--- config.mk ---
export PLATFORM = sky130hd
export DESIGN_NAME = apb_reg_slave
export DESIGN_NICKNAME = d
export VERILOG_FILES = /design/src/rtl/apb_pkg.sv /design/src/rtl/apb_reg_bank.sv /design/src/rtl/apb_reg_slave.sv
export SDC_FILE = /design/constraint.sdc
export NUM_CORES = 1
export LEC_CHECK = 0
export CAP_MARGIN = 20
export CORE_AREA = 2 2 236 238
export CTS_CLUSTER_SIZE = 10
export DETAILED_ROUTE_END_ITERATION = 8
export DIE_AREA = 0 0 238 240
export PLACE_DENSITY = 0.69
export REMOVE_ABC_BUFFERS = 1
export SYNTH_ARGS = -nofsm -noshare
export SYNTH_HDL_FRONTEND = slang
export SYNTH_SLANG_ARGS = --single-unit
--- constraint.sdc ---
create_clock -name pclk -period 3.7 [get_ports pclk]
set_input_delay 0.74 -clock pclk [delete_from_list [all_inputs] [get_ports pclk]]
set_output_delay 0.74 -clock pclk [all_outputs]
set_load 0.1 [all_outputs]
--- src/rtl/apb_pkg.sv ---
// Purpose: shared APB definitions for the register-slave slice (widths, FSM states, ID default).
// Latency: n/a (package only).
// Backpressure: n/a (package only).
package apb_pkg;

    localparam int APB_ADDR_W = 16;
    localparam int APB_DATA_W = 32;

    // Word index is paddr[9:2], so at most 256 registers can be addressed.
    localparam int APB_IDX_W = 8;

    // Identification word returned by register 0.
    localparam logic [APB_DATA_W-1:0] APB_ID_VALUE = 32'h4C50_0001;

    typedef enum logic [1:0] {
        IDLE  = 2'd0,
        WAIT  = 2'd1,
        READY = 2'd2
    } apb_slv_state_e;

endpackage

--- src/rtl/apb_reg_bank.sv ---
// Purpose: 32-bit configuration register array with write decode, write strobes and read mux.
// Latency: write lands on cfg_o and wr_stb_o one cycle after wr_en; read mux is combinational.
// Backpressure: none; accepts a write every cycle wr_en is high.
//
// Ports:
//   pclk, preset      clock and synchronous active-high reset
//   wr_en/wr_idx/wr_dat  write request; index 0 and out-of-range indices are dropped
//   rd_idx/rd_dat     combinational read: ID for index 0, register contents, or 0 out of range
//   cfg_o             flat register image, reg i at [32i+31:32i]; slot 0 is always 0
//   wr_stb_o          one-cycle pulse on bit i after reg i is written
module apb_reg_bank
    import apb_pkg::*;
#(
    parameter int                    NUM_REGS = 16,
    parameter logic [APB_DATA_W-1:0] ID_VALUE = APB_ID_VALUE
) (
    input  logic                           pclk,
    input  logic                           preset,
    input  logic                           wr_en,
    input  logic [APB_IDX_W-1:0]           wr_idx,
    input  logic [APB_DATA_W-1:0]          wr_dat,
    input  logic [APB_IDX_W-1:0]           rd_idx,
    output logic [APB_DATA_W-1:0]          rd_dat,
    output logic [NUM_REGS*APB_DATA_W-1:0] cfg_o,
    output logic [NUM_REGS-1:0]            wr_stb_o
);

    // Entry 0 is never written: register 0 is the read-only ID, and its cfg_o slot stays 0.
    logic [APB_DATA_W-1:0] regs_q [NUM_REGS];

    always_ff @(posedge pclk) begin
        if (preset) begin
            for (int i = 0; i < NUM_REGS; i++) begin
                regs_q[i] <= '0;
            end
            wr_stb_o <= '0;
        end else begin
            wr_stb_o <= '0;
            // Decode starts at 1, so index 0 and indices >= NUM_REGS match nothing.
            for (int i = 1; i < NUM_REGS; i++) begin
                if (wr_en && (wr_idx == APB_IDX_W'(i))) begin
                    regs_q[i]   <= wr_dat;
                    wr_stb_o[i] <= 1'b1;
                end
            end
        end
    end

    always_comb begin
        rd_dat = '0;
        if (rd_idx == '0) begin
            rd_dat = ID_VALUE;
        end else begin
            for (int i = 1; i < NUM_REGS; i++) begin
                if (rd_idx == APB_IDX_W'(i)) begin
                    rd_dat = regs_q[i];
                end
            end
        end
    end

    always_comb begin
        cfg_o = '0;
        for (int i = 0; i < NUM_REGS; i++) begin
            cfg_o[i*APB_DATA_W +: APB_DATA_W] = regs_q[i];
        end
    end

endmodule

--- src/rtl/apb_reg_slave.sv ---
// Purpose: APB completer decoding word accesses into a configuration register bank.
// Latency: pready rises WAIT_CYCLES+1 cycles after setup; write visible one cycle after pready.
// Backpressure: holds pready low for WAIT_CYCLES access cycles; no error response.
//
// Ports:
//   pclk, preset                         clock and synchronous active-high reset
//   paddr, pwdata, pwrite, psel, penable APB request; index = paddr[9:2]
//   pready, prdata                       registered completion and read data
//   cfg_o                                flat register image (NUM_REGS x 32)
//   wr_stb_o                             per-register write pulse, cycle after the write
module apb_reg_slave
    import apb_pkg::*;
#(
    parameter int                    NUM_REGS    = 16,
    parameter int                    WAIT_CYCLES = 0,
    parameter logic [APB_DATA_W-1:0] ID_VALUE    = APB_ID_VALUE
) (
    input  logic                           pclk,
    input  logic                           preset,
    input  logic [APB_ADDR_W-1:0]          paddr,
    input  logic [APB_DATA_W-1:0]          pwdata,
    input  logic                           pwrite,
    input  logic                           psel,
    input  logic                           penable,
    output logic                           pready,
    output logic [APB_DATA_W-1:0]          prdata,
    output logic [NUM_REGS*APB_DATA_W-1:0] cfg_o,
    output logic [NUM_REGS-1:0]            wr_stb_o
);

    apb_slv_state_e        state_q;
    logic [3:0]            cnt_q;
    logic [APB_IDX_W-1:0]  addr_q;
    logic                  wr_q;

    logic                  setup;
    logic                  wr_en;
    logic [APB_IDX_W-1:0]  rd_idx;
    logic [APB_DATA_W-1:0] rd_dat;

    // Only the word index matters; the remaining address bits are don't-care.
    logic unused_addr_bits;
    assign unused_addr_bits = ^{paddr[APB_ADDR_W-1:10], paddr[1:0]};

    assign setup = psel && !penable;

    // With zero wait states READY is entered straight from the setup cycle, before addr_q
    // holds the index, so the read mux must look at the live address in IDLE.
    assign rd_idx = (state_q == IDLE) ? paddr[9:2] : addr_q;

    // pwdata is taken in the completing cycle, not at setup.
    assign wr_en = (state_q == READY) && psel && penable && wr_q;

    always_ff @(posedge pclk) begin
        if (preset) begin
            state_q <= IDLE;
            cnt_q   <= '0;
            addr_q  <= '0;
            wr_q    <= 1'b0;
            pready  <= 1'b0;
            prdata  <= '0;
        end else begin
            case (state_q)
                IDLE: begin
                    pready <= 1'b0;
                    prdata <= '0;
                    if (setup) begin
                        addr_q <= paddr[9:2];
                        wr_q   <= pwrite;
                        cnt_q  <= 4'(WAIT_CYCLES);
                        if (WAIT_CYCLES == 0) begin
                            state_q <= READY;
                            pready  <= 1'b1;
                            prdata  <= rd_dat;
                        end else begin
                            state_q <= WAIT;
                        end
                    end
                end
                WAIT: begin
                    // Abort takes priority over the countdown.
                    if (!psel) begin
                        state_q <= IDLE;
                        cnt_q   <= '0;
                    end else begin
                        cnt_q <= cnt_q - 4'd1;
                        if (cnt_q == 4'd1) begin
                            state_q <= READY;
                            pready  <= 1'b1;
                            prdata  <= rd_dat;
                        end
                    end
                end
                READY: begin
                    state_q <= IDLE;
                    pready  <= 1'b0;
                    prdata  <= '0;
                end
                default: begin
                    state_q <= IDLE;
                    pready  <= 1'b0;
                    prdata  <= '0;
                end
            endcase
        end
    end

    apb_reg_bank #(
        .NUM_REGS (NUM_REGS),
        .ID_VALUE (ID_VALUE)
    ) u_bank (
        .pclk     (pclk),
        .preset   (preset),
        .wr_en    (wr_en),
        .wr_idx   (addr_q),
        .wr_dat   (pwdata),
        .rd_idx   (rd_idx),
        .rd_dat   (rd_dat),
        .cfg_o    (cfg_o),
        .wr_stb_o (wr_stb_o)
    );

endmodule

==> summary.md, run 1 <==
| Metric | Value |
|---|---|
| Post-DP HPWL | `69500 um` |
| Post-Syn Area | `0.0217 mm^2` |
| Count of final setup violators | `0` |
| Post-CTS Hold Fix Bufs | `0` |
| Largest net degree at the start of global routing | `39` |
| Setup Buffers After CTS | `0` |
| Clock Latency Late Sink | `0.64 ns` |
| CTS tree | `built` |
| Outcome | `finished clean` |
| Worst-margin pin slew | `1.11 ns` |
| CTS H-tree lvls | `2` |
| Hold Vio Cnt, Final | `0` |
| Crit path buf inv count | `2` |
| Cell count after synthesis | `1662` |
| Register area share after synthesis | `0.717` |
| CTS Buf Count | `61` |
| Pwr Total | `0.0161 W` |
| Final Critical Period | `3.17 ns` |
| Bufs on Longest Clock Path | `3` |
| Min-delay worst type | `reg -> reg` |
| Drt wl/cell | `33.7 um` |
| Worst-path clk slew | `0.06 ns` |
| Initial Util | `0.397` |
| Total number of vias | `18600` |
| Vias in the first global route | `18400` |
| Required time worst endpoint | `4.20 ns` |
| CTS resizes | `0` |
| Critical path's slowest cell | `dfxtp_1` |
| RSZ-0062 raised after global routing | `false` |
| Layout cells sized above 1 | `0.118` |
| Clk_skew | `0.0236 ns` |
| Max-slew headroom | `0.255` |
| Root Driver | `clkbuf_16` |
| Vias per std cell | `6.13` |
| CP Launch Type | `flop` |
| Ranking of synthesized cells by area | `edfxtp_1, nor2_1, dfxtp_1` |
| Detailed-route DRC error count | `0` |
| Port bufs | `572` |
| Die ar. | `0.0571 mm^2` |
| Commonest non-fill, non-tap cell in the layout | `clkdlybuf4s50_1` |
| Dpl cell area | `0.0291 mm^2` |
| Max FO, Critical Path | `15` |
| Number of synthesized register bits | `538` |
| Crit-path cells | `buf_4, nand2b_1, o22a_1, a21oi_4, buf_12, a222oi_1, nand2_1, a2111oi_0, o32ai_1` |
| GPL Wtd Cong | `0.911` |
| Final nets | `2337` |
| Max-slew violations | `0` |
| Global-route wire length before repair | `138000 um` |
| Die H | `240 um` |
| Gr usage total | `0.348` |
| Initial drt markers | `2968` |
| P per Cell Area | `522 mW/mm^2` |
| Total I/O pin count | `614` |
| Max-cap violation count | `0` |
| GRT overflow | `0` |
| Top Family by Delay on Critical Path | `compound AO/OA/AOI/OAI gates` |
| Ys flop type | `edfxtp_1` |
| Worst Path Arrival | `3.67 ns` |
| Top cell type by total area after synthesis | `edfxtp_1` |
| Initial antenna violation count | `1` |
| Critical path's largest stage delay | `0.64 ns` |
| Final ANT Viol Nets | `0` |
| Distinct cells, synth | `62` |
| Most frequent cells in the layout | `clkdlybuf4s50_1, edfxtp_1, nor2_1, buf_4, a22oi_1` |
| Hold WS | `0.527 ns` |
| Core Area | `0.0547 mm^2` |
| Post-synth EDFFs | `480` |
| Yosys warns | `0` |
| Asr flop ratio synth | `0` |
| Final WL | `103000 um` |
| Final worst-path cycle share | `0.855` |
| Peak supply drop | `0.426 mV` |
| Crit Path Category | `reg -> reg` |
| TritonRoute pass-1 iters | `8` |
| Crit. End Element | `flop` |
| # diodes | `0` |
| Die W | `238 um` |
| Static leakage | `11.0 nW` |
| Maximum operating frequency | `0.316 GHz` |
| # fillers | `4447` |
| Avg Inst Size Synth | `13.1 um^2` |
| Clock Sinks | `538` |
| # rows | `86` |
| Top cell type's share of synthesized area | `0.664` |
| Syn-to-layout area delta | `42.0%` |
| Final instance area | `0.0308 mm^2` |
[cells by family after synthesis]
logic type,Yosys count,synth area share
and+or+nand+nor,539,0.110
DFF,538,0.717
AOI/OAI and AO/OA,368,0.121
buffers and inverters,206,0.0466
muxes,10,0.00461
other,1,0.000173
[path summary, 6_finish.rpt]
check / start / endpoint / cells after the start / slack [ns]
max: state_q[1] / prdata[2] / 9 / 0.53
min: wr_q / wr_q / 2 / 0.53
max reg2reg: state_q[1] / prdata[2] / 9 / 0.53
min reg2reg: wr_q / wr_q / 2 / 0.53
[per-layer routing]
metal  track usage  vias to the layer above  share of wire
li1              -                     7413              -
met1         0.423                     9090           0.34
met2         0.570                     1777           0.47
met3         0.103                      364           0.14
met4         0.171                        2          0.056
met5             0                        -        0.00014
[sequential cells by signal, summed over array words and instances (netlist names)]
name / flops
prdata: 32
wr_q: 1
u_bank.wr_stb_o: 15
addr_q: 8
pready: 1
state_q: 1
u_bank.regs_q: 480
[tightest hold or removal path: stages, from the launching register on]
cell and delay [ns]:
dfxtp_1 0.34, mux2i_1 0.07, nor2_1 0.07
[through the flow]
stage                     utilization  TNS [ns]  worst slack, ns  std cells
after floorplan                     -    -0.392           -0.147       1524
after global placement          0.531         0           0.0288       2925
after detailed placement        0.531         0           0.0198       2925
after CTS                       0.564         0            0.639       3040
after global routing            0.564         0            0.434       3040
final                           0.564         0            0.535       3040
[cell usage after synthesis (11+ instances only)]
library cell and n:
a21oi_1 49, a221o_1 16, a221oi_1 12, a222oi_1 11
a22o_1 20, a22oi_1 103, buf_2 25, buf_4 43
clkbuf_1 95, dfxtp_1 58, edfxtp_1 480, inv_1 36
nand2_1 56, nand2b_1 44, nand3_1 13, nand4_1 21
nor2_1 337, nor3_1 30, o21ai_0 42, o221ai_1 14
o22ai_1 44
[where the power goes]
part | total, W | switching [W] | leakage (nW) | internal (W)
logic | 0.00338 | 0.00278 | 4.83 | 0.000595
registers | 0.00717 | 0.000244 | 5.30 | 0.00692
clock network | 0.00556 | 0.00243 | 0.847 | 0.00313
total | 0.0161 | 0.00545 | 11.0 | 0.0106
[cell type report]
type / count / area [um^2] / share of cell area
clock buffers: 109 / 1730 / 0.0560
clock inverters: 6 / 61.3 / 0.00199
inverters: 36 / 135 / 0.00438
multi-input cells: 950 / 5450 / 0.177
flip-flops and latches: 538 / 15600 / 0.505
well taps: 704 / 881 / 0.0286
repair buffers: 697 / 7010 / 0.227
No activity file was read; power rests on OpenSTA's default activity.
==> run 2: changes to the inputs <==
Settings changed: CORE_AREA 2 2 236 238 to 2 2 242 244, DIE_AREA 0 0 238 240 to 0 0 244 246, MAX_ROUTING_LAYER set to met4, SYNTH_HIERARCHICAL set to 1.
==> run 2 against run 1 <==
  * Worst hold slack got worse by 0.051 ns
  * Clock skew increased by 0.011 ns
  * Non-clock buffer count grew 25
  * Via count up 6.6%
  * Critical path type unchanged
  * Highest routed layer is now met4
==> summary.md, run 2 <==
| Metric | Value |
|---|---|
| Syn-to-layout area delta | `39.4%` |
| Vias in the first global route | `19300 (+5.0%)` |
| Ys flop type | `edfxtp_1` |
| Count of final setup violators | `0 (unchanged)` |
| Cell count after synthesis | `1902 (+14%)` |
| Drt wl/cell | `31.9 um (-5.5%)` |
| # rows | `88 (+2.3%)` |
| Die W | `244 um (+2.5%)` |
| CTS tree | `built` |
| Asr flop ratio synth | `0 (unchanged)` |
| Initial antenna violation count | `4 (+3)` |
| Top cell type by total area after synthesis | `edfxtp_1` |
| Detailed-route DRC error count | `0 (unchanged)` |
| Synth cell count leaders | `edfxtp_1, nor2_1, nand2_1, o21ai_0, clkbuf_1` |
| Max FO, Critical Path | `26 (+11)` |
| CTS H-tree lvls | `2 (unchanged)` |
| Commonest non-fill, non-tap cell in the layout | `clkdlybuf4s50_1` |
| Clock Latency Late Sink | `0.64 ns (about the same)` |
| RSZ-0062 raised after global routing | `false` |
| Post-DP HPWL | `75900 um (+9.1%)` |
| Final nets | `2603 (+11%)` |
| Min-delay worst type | `reg -> reg` |
| Final worst-path cycle share | `0.986 (+0.130)` |
| Number of synthesized register bits | `538 (unchanged)` |
| Core Area | `0.0574 mm^2 (+4.9%)` |
| Ranking of synthesized cells by area | `edfxtp_1, nor2_1, dfxtp_1` |
| Max-slew headroom | `0.257 (+0.00180)` |
| GRT overflow | `0 (unchanged)` |
| Register area share after synthesis | `0.666 (-0.0510)` |
| Worst Path Arrival | `4.19 ns (+0.52 ns)` |
| CTS Buf Count | `60 (-1.6%)` |
| Max FFs per register | `480 (unchanged)` |
| TritonRoute pass-1 iters | `8 (unchanged)` |
| Most frequent cells in the layout | `clkdlybuf4s50_1, edfxtp_1, nor2_1, buf_4, nand2_1` |
| Biggest register | `u_bank/regs_q` |
| Outcome | `finished clean` |
| Setup Buffers After CTS | `0 (unchanged)` |
| Layout cells sized above 1 | `0.143 (+0.0249)` |
| Initial Util | `0.407 (+0.0103)` |
| Top cell type's share of synthesized area | `0.617 (-0.0472)` |
| Final ANT Viol Nets | `0 (unchanged)` |
| Required time worst endpoint | `4.25 ns (+0.05 ns)` |
| Maximum operating frequency | `0.274 GHz (-13%)` |
| Initial drt markers | `2566 (-14%)` |
| P per Cell Area | `511 mW/mm^2 (-2.1%)` |
| Die H | `246 um (+2.5%)` |
| Clock Sinks | `538 (unchanged)` |
| Root Driver | `clkbuf_16` |
| Gr usage total | `0.357 (+0.00924)` |
| Post-synth EDFFs | `480 (unchanged)` |
| Worst-margin pin slew | `1.11 ns (-0.00269 ns)` |
| GR Util met1 | `0.455 (+0.0317)` |
| Max-slew violations | `0 (unchanged)` |
| Global-route wire length before repair | `147000 um (+6.7%)` |
| Final WL | `107000 um (+4.6%)` |
| # fillers | `4778 (+7.4%)` |
| Max-cap violation count | `0 (unchanged)` |
| Setup ws final | `0.0529 ns (-0.482 ns)` |
| Grt peak-use layer | `met2` |
| CTS resizes | `1 (+1)` |
| Crit Path Category | `reg -> reg` |
| Vias per std cell | `5.91 (-3.7%)` |
| Global-route met3 utilization | `0.0707 (-0.0322)` |
| Routing usage on met2 | `0.560 (-0.00949)` |
| Distinct cells, synth | `71 (+15%)` |
| Port bufs | `572 (unchanged)` |
| Final Critical Period | `3.65 ns (+0.482 ns)` |
| Die ar. | `0.0600 mm^2 (+5.1%)` |
| Clk_skew | `0.0349 ns (+0.0113 ns)` |
| Bufs on Longest Clock Path | `3 (unchanged)` |
| Hold WS | `0.477 ns (-0.0509 ns)` |
| Total number of vias | `19900 (+6.6%)` |
| CP Launch Type | `flop` |
| Count leader, synth | `edfxtp_1` |
| Yosys warns | `6 (+6)` |
| Crit. End Element | `flop` |
| Post-Syn Area | `0.0234 mm^2 (+7.7%)` |
| Worst-path clk slew | `0.06 ns (about the same)` |
| Avg Inst Size Synth | `12.3 um^2 (-5.9%)` |
| Hold Vio Cnt, Final | `0 (unchanged)` |
| GPL Wtd Cong | `0.911 (about the same)` |
| Total I/O pin count | `614 (unchanged)` |
| Largest net degree at the start of global routing | `37 (-5.1%)` |
| Static leakage | `12.0 nW (+9.1%)` |
| Post-CTS Hold Fix Bufs | `0 (unchanged)` |
| Pre-CTS setup slack | `-0.449 ns (-0.469 ns)` |
| Top Registers | `u_bank/regs_q x480, prdata x32, u_bank/wr_stb_o x15` |
| Peak supply drop | `0.375 mV (-12%)` |
| Fin Setup TNS | `0 ns (unchanged)` |
[run 2: area by class of cell]
cell class	count	area [um^2]	share of cell area
Tap cell	765	957	0.0294
Sequential cell	538	15600	0.478
Inverter	41	154	0.00472
Clock buffer	110	1730	0.0531
Antenna cell	1	2.50	0.0000768
Timing Repair Buffer	722	7050	0.216
Clock inverter	2	21.3	0.000653
Multi-Input combinational cell	1187	7100	0.218
[run 2: kinds of logic (layout without fill, tap and decap cells)]
| kind of cell | Yosys count | count (layout) | synth area share |
|---|---|---|---|
| AOI/OAI and AO/OA | 382 | 382 | 0.109 |
| buffers and inverters | 209 | 875 | 0.0430 |
| DFF | 538 | 538 | 0.666 |
| muxes | 117 | 117 | 0.0531 |
| other | 1 | 34 | 0.000160 |
| and+or+nand+nor | 655 | 655 | 0.128 |
[run 2: worst paths after layout]
check / startpoint / end / slack (ns) / cells past startpoint
max: state_q[1] / prdata[0] / 0.05 / 10
min: wr_q / wr_q / 0.48 / 2
max reg2reg: state_q[1] / prdata[0] / 0.05 / 10
min reg2reg: wr_q / wr_q / 0.48 / 2
[run 2: layer usage]
| layer | vias up | routed length [um] |
|---|---|---|
| met5 | - | 0 |
| met4 | 0 | 5080 |
| met3 | 239 | 11700 |
| met2 | 1518 | 50500 |
| met1 | 9887 | 40000 |
| li1 | 8237 | - |
[run 2: power breakdown]
group	total, W	switching, W	internal (W)
Sequential	0.00715	0.000231	0.00692
Combinational	0.00399	0.00317	0.000821
Clock	0.00552	0.00241	0.00311
[run 2: worst max-delay path: stages (launching register included)]
cell,delay [ns]
dfxtp_1,0.78
mux2_2,0.44
nor4_2,0.45
buf_12,0.25
nand2_1,0.10
buf_4,0.18
nor3_1,0.73
buf_4,0.24
o31ai_1,0.08
a22oi_1,0.16
and2_1,0.14
[run 2: stage by stage]
stage	area, um^2	util	instances	power, W
final	32600	0.568	3366	0.0167
after global routing	32600	0.568	3366	0.0170
after CTS	32600	0.568	3365	0.0167
after detailed placement	30800	0.537	3253	0.0112
after global placement	30800	0.537	3253	0.0112
after floorplan	22600	-	1766	0.00997
